<file path="src/rtl/blackjack_pkg.sv">
// Shared types and default constants for the BlackJack interval timer.
package blackjack_pkg;

  typedef enum logic [1:0] {
    ST_IDLE  = 2'd0,
    ST_RUN   = 2'd1,
    ST_PAUSE = 2'd2,
    ST_DONE  = 2'd3
  } state_e;

  localparam int CLK_HZ_DEFAULT  = 50_000_000;
  localparam int TICK_HZ_DEFAULT = 2_000;
  localparam int TWO_SEC_TICKS   = 4_000;

endpackage

</file>
<file path="src/rtl/blackjack_timer_tick_prescaler.sv">
// Divide-by-DIV clock-enable generator with synchronous clear and freeze.
module tick_prescaler #(
  parameter int DIV = 25_000
) (
  input  logic clk_50M,
  input  logic i_Reset,
  input  logic i_Clear,
  input  logic i_Freeze,
  output logic o_Tick
);

  localparam int CW = $clog2(DIV);
  localparam logic [CW-1:0] LAST = CW'(DIV - 1);

  logic [CW-1:0] r_Div_q, r_Div_d;

  always_comb begin
    r_Div_d = r_Div_q;
    if (i_Clear)
      r_Div_d = '0;
    else if (!i_Freeze)
      r_Div_d = (r_Div_q == LAST) ? '0 : r_Div_q + 1'b1;
  end

  always_ff @(posedge clk_50M) begin
    if (i_Reset) r_Div_q <= '0;
    else         r_Div_q <= r_Div_d;
  end

  // A frozen counter parked on LAST must not re-strobe every cycle.
  assign o_Tick = (r_Div_q == LAST) && !i_Freeze;

endmodule

</file>
<file path="src/rtl/blackjack_timer.sv">
// Interval timer: 2 kHz enable strobe plus a start/pause/abort down-counter
// that fires a one-cycle event when the interval expires.
module blackjack_timer
  import blackjack_pkg::*;
#(
  parameter int CLK_HZ      = CLK_HZ_DEFAULT,
  parameter int TICK_HZ     = TICK_HZ_DEFAULT,
  parameter int DELAY_TICKS = TWO_SEC_TICKS,
  parameter int WIDTH       = 12
) (
  input  logic             clk_50M,
  input  logic             i_Reset,
  input  logic             i_Start,
  input  logic             i_Pause,
  input  logic             i_Abort,
  output logic             o_Tick2K,
  output logic             o_TwoSec,
  output logic             o_Busy,
  output logic             o_Done,
  output logic [WIDTH-1:0] o_Remaining
);

  localparam int DIV = CLK_HZ / TICK_HZ;
  localparam logic [WIDTH-1:0] LOAD = WIDTH'(DELAY_TICKS);
  localparam logic [WIDTH-1:0] ONE  = WIDTH'(1);

  state_e           state_q, state_d;
  logic [WIDTH-1:0] rem_q, rem_d;
  logic             two_q, two_d;
  logic             tick, freeze, start_acc;

  assign start_acc = i_Start && !i_Abort;
  assign freeze    = (state_q == ST_PAUSE);

  tick_prescaler #(.DIV(DIV)) u_presc (
    .clk_50M  (clk_50M),
    .i_Reset  (i_Reset),
    .i_Clear  (start_acc),
    .i_Freeze (freeze),
    .o_Tick   (tick)
  );

  always_comb begin
    state_d = state_q;
    rem_d   = rem_q;
    two_d   = 1'b0;
    if (i_Abort) begin
      state_d = ST_IDLE;
      rem_d   = '0;
    end else if (i_Start) begin
      state_d = ST_RUN;
      rem_d   = LOAD;
    end else begin
      case (state_q)
        ST_RUN: begin
          // Pause takes precedence over a coincident tick.
          if (i_Pause) begin
            state_d = ST_PAUSE;
          end else if (tick && rem_q != '0) begin
            if (rem_q == ONE) begin
              rem_d   = '0;
              state_d = ST_DONE;
              two_d   = 1'b1;
            end else begin
              rem_d = rem_q - 1'b1;
            end
          end
        end
        ST_PAUSE: if (!i_Pause) state_d = ST_RUN;
        default: ;
      endcase
    end
  end

  always_ff @(posedge clk_50M) begin
    if (i_Reset) begin
      state_q <= ST_IDLE;
      rem_q   <= '0;
      two_q   <= 1'b0;
    end else begin
      state_q <= state_d;
      rem_q   <= rem_d;
      two_q   <= two_d;
    end
  end

  assign o_Tick2K    = tick;
  assign o_TwoSec    = two_q;
  assign o_Busy      = (state_q == ST_RUN) || (state_q == ST_PAUSE);
  assign o_Done      = (state_q == ST_DONE);
  assign o_Remaining = rem_q;

endmodule

</file>
<file path="config.mk">
export PLATFORM = sky130hd
export DESIGN_NAME = blackjack_timer
export DESIGN_NICKNAME = d
export VERILOG_FILES = /design/src/rtl/blackjack_pkg.sv /design/src/rtl/blackjack_timer_tick_prescaler.sv /design/src/rtl/blackjack_timer.sv
export SDC_FILE = /design/constraint.sdc
export NUM_CORES = 1
export LEC_CHECK = 0
export ABC_AREA = 1
export CAP_MARGIN = 20
export CORE_MARGIN = 2
export CORE_UTILIZATION = 45
export CTS_CLUSTER_SIZE = 24
export DETAILED_ROUTE_END_ITERATION = 16
export HOLD_SLACK_MARGIN = 0.15
export MAX_ROUTING_LAYER = met4
export PLACE_DENSITY = 0.66
export SETUP_SLACK_MARGIN = 0.15
export SLEW_MARGIN = 20
export SYNTH_ARGS = -nofsm -noshare
export SYNTH_HDL_FRONTEND = slang
export SYNTH_SLANG_ARGS = --single-unit
</file>
<file path="constraint.sdc">
create_clock -name clk_50M -period 4.9 [get_ports clk_50M]
set_input_delay 0.49 -clock clk_50M [delete_from_list [all_inputs] [get_ports clk_50M]]
set_output_delay 0.49 -clock clk_50M [all_outputs]
set_load 0.05 [all_outputs]
</file>
# ---- Word-level counts from Yosys, hierarchy flattened
# Cells that the tools add are included.
dict set report op_classes {
  n_addsub 2
  n_mul 0
  div_mod_pow 0
  n_lt_le_gt_ge 0
  eq_ne 12
  shift 0
  muxes 13
  n_bitwise 3
  reduce_logical 19
}
# op n
set op_table {}
lappend op_table {{two-way mux 12 bit} 5}
lappend op_table {{adder 15 x 1 -> 15 bit, second input constant} 1}
lappend op_table {{equality test 15 bit, second input constant} 1}
lappend op_table {{two-way mux 15 bit} 1}
lappend op_table {{equality test 12 x 1 -> 1 bit, second input constant} 1}
lappend op_table {{nonzero test 12 bit} 1}
lappend op_table {{subtractor 12 x 1 -> 12 bit, second input constant} 1}
lappend op_table {{inequality test 3 bit, second input constant} 3}
lappend op_table {{two-way mux 2 bit} 4}
lappend op_table {{inequality test 4 bit, second input constant} 2}
lappend op_table {{AND reduction 4 bit} 2}
lappend op_table {{AND reduction 3 bit} 2}
lappend op_table {{nonzero test 2 bit} 3}
lappend op_table {{OR reduction 6 bit} 1}
lappend op_table {{equality test 2 bit, second input constant} 2}
lappend op_table {{inequality test 2 bit, second input constant} 2}
lappend op_table {{one-hot mux 2 bit (2 select lines)} 1}
lappend op_table {{OR reduction 2 bit} 2}
lappend op_table {{logical AND 1 bit} 3}
lappend op_table {{NOT 1 bit} 3}
lappend op_table {{nonzero test 3 bit} 1}
lappend op_table {{OR reduction 3 bit} 1}
lappend op_table {{equality test 2 x 1 -> 1 bit, second input constant} 1}
lappend op_table {{zero test 1 bit} 2}
lappend op_table {{other kinds (2)} 3}
dict set report totals {
  register_bits 30
  latch_bits 0
  mem_bits_rw 0
  romBits 0
  input_bits 5
  out_inout_bits 16
  n_memories 0
}

# ---- Depth between registers and ports, before layout
# Gate-level depths: netlist of the first run.
dict set report logic_depth {
  depth_word 8
  ltp_mapped 14
  ltp_nobuf 13
}

# ---- Cells and area by module
# A second synthesis of the first run with hierarchy kept.
dict set report hier_totals {
  hier_cells 285
  hier_area_um2 1946.9
}
# mod n_inst cells_per_inst area_per_inst_um2 seq_area_each_um2
set modules_own_cells {}
lappend modules_own_cells {blackjack_timer 1 147 1014.7 300.3}
lappend modules_own_cells {tick_prescaler 1 138 932.1 300.3}

# ---- Worst setup path after synthesis of the first run
# OpenSTA, ideal clock, no wires.
dict set report synth_path {
  kind {register to register}
  startpoint {register state_q[0]}
  endpoint {register rem_q[8] (netlist: o_Remaining[8])}
  setup_time_ps 121
  arrival_ps 1848
  required_ps 4779
  setup_slack_ps 2932
  stages_incl_launch_ff 14
  period_less_slack_ps 1968
  path_cell_list {dfxtp_1 inv_1 ha_1 buf_6 inv_2 nand2_1 nor2_1 nand2_1 nor2_4 nand3_4 nor2_1 inv_1 a21oi_1 nor3_1}
}
dict set report synth_between {
  elab_chain_len 6
  elab_cells_between_ends 8
}
# item line
set synth_rtl {}
lappend synth_rtl {{from (decl)} blackjack_timer.sv:27} ;# state_e state_q, state_d;
lappend synth_rtl {{from (signal assigned)} blackjack_timer.sv:81} ;# state_q <= state_d;
lappend synth_rtl {{equality test 2 bit} blackjack_timer.sv:33} ;# assign freeze = (state_q == ST_PAUSE);
lappend synth_rtl {{zero test 1 bit} blackjack_timer_tick_prescaler.sv:31} ;# assign o_Tick = (r_Div_q == LAST) && !i_Freeze;
lappend synth_rtl {{logical AND 1 bit} blackjack_timer_tick_prescaler.sv:31}
lappend synth_rtl {{net o_Tick2K} blackjack_timer.sv:16} ;# output logic o_Tick2K,
lappend synth_rtl {{logical AND 1 bit} blackjack_timer.sv:59} ;# end else if (tick && rem_q != '0) begin
lappend synth_rtl {{nonzero test 2 bit (no source line)} -}
lappend synth_rtl {{AND reduction 3 bit (no source line)} -}
lappend synth_rtl {{to (signal assigned)} blackjack_timer.sv:82} ;# rem_q <= rem_d;
lappend synth_rtl {{to (decl)} blackjack_timer.sv:28} ;# logic [WIDTH-1:0] rem_q, rem_d;
# The timed path passes the listed nets, and every way through them passes these cells.
# A chain may end at the register's enable or synchronous reset.

# ---- Final worst setup path of the first run
dict set report layout_path {
  startpoint {register state_q[0]}
  endpoint {output o_Tick2K}
}
dict set report layout_between {
  elab_chain_len 3
}
# item line
set layout_rtl {}
lappend layout_rtl {{equality test 2 bit} blackjack_timer.sv:33}
lappend layout_rtl {{zero test 1 bit} blackjack_timer_tick_prescaler.sv:31}
lappend layout_rtl {{logical AND 1 bit} blackjack_timer_tick_prescaler.sv:31}
lappend layout_rtl {{to (decl)} blackjack_timer.sv:16}
# Every way passes these cells.

==> results of run 1 <==
## final cells by class
cell class	count	area, sq um	share of cell area (%)
flip-flops and latches	30	601	27.8
clock buffers	7	86.3	3.99
clock inverters	1	5.00	0.231
multi-input cells	208	1040	48.2
repair buffers	20	200	9.26
inverters	44	165	7.64
well taps	50	62.6	2.89
## cells in the final DEF, fill, tap and decap left out, drive strengths merged
cell | synthesis | final
clkinv | 0 | 1
nand3b | 1 | 1
nor2 | 53 | 53
o21ai | 14 | 14
ha | 7 | 7
nand2 | 57 | 57
inv | 44 | 44
nand3 | 22 | 22
a21oi | 20 | 20
clkdlybuf4s50 | 0 | 20
a211oi | 2 | 2
o211a | 1 | 1
clkbuf | 1 | 7
dfxtp | 30 | 30
nand4 | 10 | 10
a31o | 1 | 1
nor3 | 14 | 14
xnor2 | 1 | 1
xor2 | 5 | 5
## cell families (layout without fill, tap and decap cells)
logic type,Yosys count,after routing
fa+ha+maj,7,7
simple gates,157,157
xor+xnor,6,6
compound gates,38,38
flops,30,30
buf+inv,46,72
## path summary, 6_finish.rpt
| check | endpoint | slack (ps) | depth (start not counted) |
|---|---|---|---|
| max | o_Tick2K | 1890 | 8 |
| min | o_Remaining[4]$_SDFFE_PP0P_ | 510 | 2 |
| max reg2reg | u_presc.r_Div_q[11]$_SDFFE_PP0N_ | 2810 | 9 |
| min reg2reg | o_Remaining[4]$_SDFFE_PP0P_ | 510 | 2 |
## report_power, final
group,total (W),switching [W],internal [W]
Sequential,0.000254,0.00000541,0.000249
Combinational,0.0000604,0.0000393,0.0000211
Clock,0.000204,0.0000912,0.000113
## per-layer routing
| metal | GRT usage [%] | wire (microns) |
|---|---|---|
| met1 | 28.9 | 2170 |
| met2 | 29.5 | 1600 |
| met3 | 5.67 | 194 |
| met4 | 5.36 | 48 |
| met5 | - | 0 |
## per-stage QoR
step,cells,setup slack (ps)
final,360,1890
after detailed placement,352,2190
after global routing,360,1680
after global placement,352,2260
after CTS,360,1880
after floorplan,284,2930
## worst max-delay path, cell delays in order (launching register included)
cell             delay [ps]
dfxtp_1                 360
inv_1                    70
ha_1                    300
inv_2                   220
nand2_1                  80
nor2_1                   90
nand2_1                  90
nor2_4                  190
clkdlybuf4s50_1         830
## state kept, by name (all words and copies together) (netlist names)
name             cells
state_q              2
o_Remaining         12
o_TwoSec             1
u_presc.r_Div_q     15
==> results by group, run 1 <==
Timing
  • Final period util: 61.4%
  • Maximum clock frequency: 332 MHz
  • Setup TNS: 0 ps
  • Max Clock Skew: 3.77 ps
  • # setup viols final: 0
  • Min cycle time layout: 3010 ps
  • Hold Slack: 507 ps
  • Fin. Hold Viols: 0
  • RSZ-0062 raised after global routing: no
  • Worst Max-Slew Pin Slew: 497 ps
  • Relative slew slack: 66.7%
  • Max-slew violations: 0

Synth
  • Synth Area in Simple Gates: 38.3%
  • Count of cell types in the netlist: 25
  • Main combinational cell family by area after synthesis: simple AND/OR/NAND/NOR gates
  • Yosys top cell area share: 32.9%
  • Synth cell count leaders: nand2_1 (55), nor2_1 (50), inv_1 (43)
  • Flops & latches, synth: 30
  • Xor/xnor cell area share of the yosys netlist: 2.88%
  • Most common cell in the synthesized netlist: nand2_1
  • Post-synth EDFFs: 0
  • Synth area leader: dfxtp_1
  • Compound-Gate Fraction of Synth Area: 11.2%
  • Ys flop type: dfxtp_1
  • Syn Std Cell Area: 1820 sq um
  • Synth area leaders: dfxtp_1 (33%), nand2_1 (11%), nor2_1 (10%)
  • Register area share after synthesis: 32.9%
  • FFs w/ async S/R, synth: 0%
  • Warnings from Yosys: 0
  • Gate Count Post-Synth: 284
  • Synth Area in Adders: 4.80%
  • Post-synthesis mux area share: 0%
  • Syn nets: 296
  • Syn Area/Cell: 6.42 sq um

Floorplanning
  • Die area: 4580 sq um
  • Die W: 67.7 microns
  • CORE AREA: 3940 sq um
  • # IOs: 21
  • Row cnt: 23
  • Initial Util: 46.2%
  • Die H: 67.7 microns

Routing
  • Post-route DRC: 0
  • Initial DRC count: 124
  • Vias: 1,802
  • Routed wire length per instance: 11.1 microns
  • DR vias/cell: 5.01
  • Antenna-violating nets left: 0
  • Final WL: 4010 microns
  • TritonRoute pass-1 iters: 4

Setup path
  • CP Capture Type: output port
  • Critical Path Source: state_q[0]$_SDFFE_PP0P_
  • Max FO, Critical Path: 13
  • Critical Path Start Type: flop
  • Worst Path Arrival: 2520 ps
  • Critical path type: reg -> out
  • Worst path required time: 4410 ps
  • Worst r2r src: state_q[1]$_SDFFE_PP0P_

Clock tree
  • CTS clk-pin slew, worst paths: 60 ps
  • CTS sink cnt: 30
  • Clk root buf: clkbuf_8
  • CTS Buffer Depth: 2
  • Post-CTS Hold Fix Bufs: 0
  • Post-CTS setup buffers: 0
  • CTS buffer count: 5
  • Worst-skew pair later-pin latency: 280 ps
  • CTS H-tree lvls: 2
  • CTS tree: built
  • Post-CTS Resized: 0

GRT
  • First-pass GRT wire length: 6990 microns
  • Largest net degree at the start of global routing: 14
  • Total global routing overflow: 0
  • Number of global-route vias before repair: 1,568
  • Total Routing Usage GR: 20.8%
  • Initial antenna violation count: 0

Pwr
  • Worst IR Drop VDD: 0.149 mV
  • LEAKAGE: 0.873 nW
  • Power per cell area: 240 nW/um^2
  • Total power: 0.000519 W

Placement
  • DPL Wire Length: 3100 microns
  • # port buffers: 20
  • Placed inst area: 2070 sq um
  • GP Congestion: 0.898

Cells and area
  • Fill count: 419
  • Share of cells above drive strength 1: 5.16%
  • Area grow syn2layout: 18.6%
  • N_diodes: 0
  • Post-layout util: 54.8%
  • Final #Nets: 321
  • Design area: 2160 sq um

Worst hold path
  • Worst hold path class: reg -> reg
  • Hold path start: o_Remaining[4]$_SDFFE_PP0P_

Outcome
  • Status: complete, no violations

Run
  • Max cap viols: 0
Note: power is estimated with default switching activity, not from simulation.
==> run 2: changes to the inputs <==
clock period = 3 ns   (was 4.9 ns; I/O delays follow)
==> run 2 against run 1 <==
Utilization up 0.25 points. Cell count grew 0.28%. Global-route usage decreased by 0.19 points. Worst hold slack better by 3.5 ps. Sequential power up 63%. Die area did not move. Via count is 0.67% higher. Power increased by 64%. Clock skew rose by 3.1 ps. Critical path type unchanged. Largest power group unchanged. Highest routed layer unchanged.
==> results by group, run 2 (synthesis gave the netlist of run 1 again) <==
Setup path
  • Max FO, Critical Path: 13 (unchanged)
  • Critical path type: reg -> out
  • Worst Path Arrival: 2110 ps (-410 ps)
  • Critical Path Start Type: flop
  • CP Capture Type: output port
  • Worst path required time: 2700 ps (-1710 ps)

Cells and area
  • Register Area: 601 sq um (unchanged)
  • Fill count: 418 (-0.24%)
  • N_diodes: 0 (unchanged)
  • Most frequent cells in the layout: nand2_1 (55), nor2_1 (50), inv_1 (43), dfxtp_1 (30), nand3_1 (21)
  • Multi-input gate area: 1040 sq um (unchanged)
  • Design area: 2170 sq um (+0.46%)
  • Area grow syn2layout: 19.1%
  • Post-layout util: 55.1% (+0.25 points)
  • Share of cells above drive strength 1: 5.47% (+0.30 points)
  • Final #Nets: 322 (+0.31%)
  • Largest register FFs: 15 (unchanged)
  • Largest register by flop count: u_presc.r_Div_q
  • Most common cell after layout, fill and taps aside: nand2_1

Routing
  • Post-route DRC: 0 (unchanged)
  • TritonRoute pass-1 iters: 4 (unchanged)
  • Routed wire length per instance: 11.3 microns (+1.9%)
  • DR vias/cell: 5.02 (+0.39%)
  • Initial DRC count: 123 (-0.81%)
  • Final WL: 4100 microns (+2.2%)
  • Antenna-violating nets left: 0 (unchanged)
  • Vias: 1,814 (+0.67%)

Clock tree
  • Clk root buf: clkbuf_8
  • CTS clk-pin slew, worst paths: 60 ps (about the same)
  • CTS tree: built
  • Post-CTS setup buffers: 0 (unchanged)
  • Worst-skew pair later-pin latency: 280 ps (about the same)
  • CTS sink cnt: 30 (unchanged)
  • CTS H-tree lvls: 2 (unchanged)
  • Post-CTS Hold Fix Bufs: 0 (unchanged)
  • CTS Buffer Depth: 2 (unchanged)
  • CTS buffer count: 5 (unchanged)

Outcome
  • Status: complete, no violations

Timing
  • RSZ-0062 raised after global routing: no
  • Final period util: 80.4%
  • Maximum clock frequency: 415 MHz
  • Max Clock Skew: 6.91 ps (+3.15 ps)
  • Setup TNS: 0 ps (unchanged)
  • Min cycle time layout: 2410 ps
  • Max-slew violations: 0 (unchanged)
  • Relative slew slack: 66.4% (-0.33 points)
  • # setup viols final: 0 (unchanged)
  • Fin. Hold Viols: 0 (unchanged)
  • Worst Max-Slew Pin Slew: 503 ps (+5.97 ps)

Pwr
  • Clk pwr share: 39.6% (+0.2 points)
  • Net Sw Frac: 26.5% (+0.34 points)
  • LEAKAGE: 0.897 nW (+2.7%)
  • Power per cell area: 392 nW/um^2 (+64%)
  • Worst IR Drop VDD: 0.213 mV (+43%)
  • Psw: 0.000226 W (+66%)
  • Int Power: 0.000626 W (+64%)
  • Flop pwr share: 48.6% (-0.4 points)
  • Comb pwr share: 11.8% (about the same)

Floorplanning
  • # IOs: 21 (unchanged)
  • Die area: 4580 sq um (unchanged)
  • CORE AREA: 3940 sq um (unchanged)
  • Die W: 67.7 microns (unchanged)
  • Row cnt: 23 (unchanged)
  • Initial Util: 46.2% (unchanged)
  • Die H: 67.7 microns (unchanged)

Placement
  • # port buffers: 20 (unchanged)
  • DPL Wire Length: 3150 microns (+1.7%)
  • Placed inst area: 2080 sq um (+0.36%)
  • GP Congestion: 0.888 (-1.0%)

GRT
  • First-pass GRT wire length: 6930 microns (-0.89%)
  • Initial antenna violation count: 0 (unchanged)
  • Total global routing overflow: 0 (unchanged)
  • Number of global-route vias before repair: 1,525 (-2.7%)
  • Total Routing Usage GR: 20.6% (-0.19 points)
  • Largest net degree at the start of global routing: 14 (unchanged)

Run
  • Max cap viols: 0 (unchanged)

Worst hold path
  • Worst hold path class: reg -> reg
run 2: repair_timing:
action / in CTS / in global routing
hold endpoints to repair: 0 / 0
endpoints found under the setup margin: 0 / 1
gates resized for setup: 0 / 1
run 2: metrics by stage:
stage,hold slack [ps],worst slack (ps),power [W],instances
floorplan,465,1030,0.000493,284
global placement,498,556,0.000523,353
detailed placement,506,486,0.000523,353
CTS,516,188,0.000863,361
global route,540,363,0.000896,361
finish,511,588,0.000852,361
run 2: final timing paths:
path	startpoint	endpoint	slack (ps)	cells past startpoint
hold reg to reg	o_Remaining[4]$_SDFFE_PP0P_	o_Remaining[4]$_SDFFE_PP0P_	510	2
setup / recovery	state_q[0]$_SDFFE_PP0P_	o_Tick2K	590	8
setup reg to reg	state_q[0]$_SDFFE_PP0P_	o_Remaining[8]$_SDFFE_PP0P_	950	12
hold / removal	o_Remaining[4]$_SDFFE_PP0P_	o_Remaining[4]$_SDFFE_PP0P_	510	2
run 2: power by group through the flow:
stage          combinational, W  clock, W  sequential (W)
6_report               0.000100  0.000338        0.000415
5_1_grt                0.000112  0.000368        0.000416
4_1_cts                0.000100  0.000348        0.000415
3_5_place_dp          0.0000998         0        0.000424
3_3_place_gp          0.0000993         0        0.000423
2_1_floorplan         0.0000574         0        0.000435
run 2: per-layer routing:
layer,routed length [microns],track usage [%],share of wire [%]
met1,2250,30.4,55
met2,1620,27.6,40
met3,182,5.50,4.4
met4,39,4.59,0.95
met5,0,-,0
run 2: worst max-delay path, stage by stage (launching register included):
cell	delay [ps]
dfxtp_1	350
inv_1	70
ha_1	310
inv_2	220
nand2_1	80
nor2_1	80
nand2_1	90
nor2_4	190
dlymetal6s2s_1	450
run 2: area by class of cell:
| type | count | share of cell area (%) |
|---|---|---|
| Multi-Input combinational cell | 208 | 48.0 |
| Sequential cell | 30 | 27.6 |
| Timing Repair Buffer | 21 | 9.68 |
| Inverter | 44 | 7.60 |
| Clock buffer | 7 | 3.97 |
| Tap cell | 50 | 2.88 |
| Clock inverter | 1 | 0.230 |
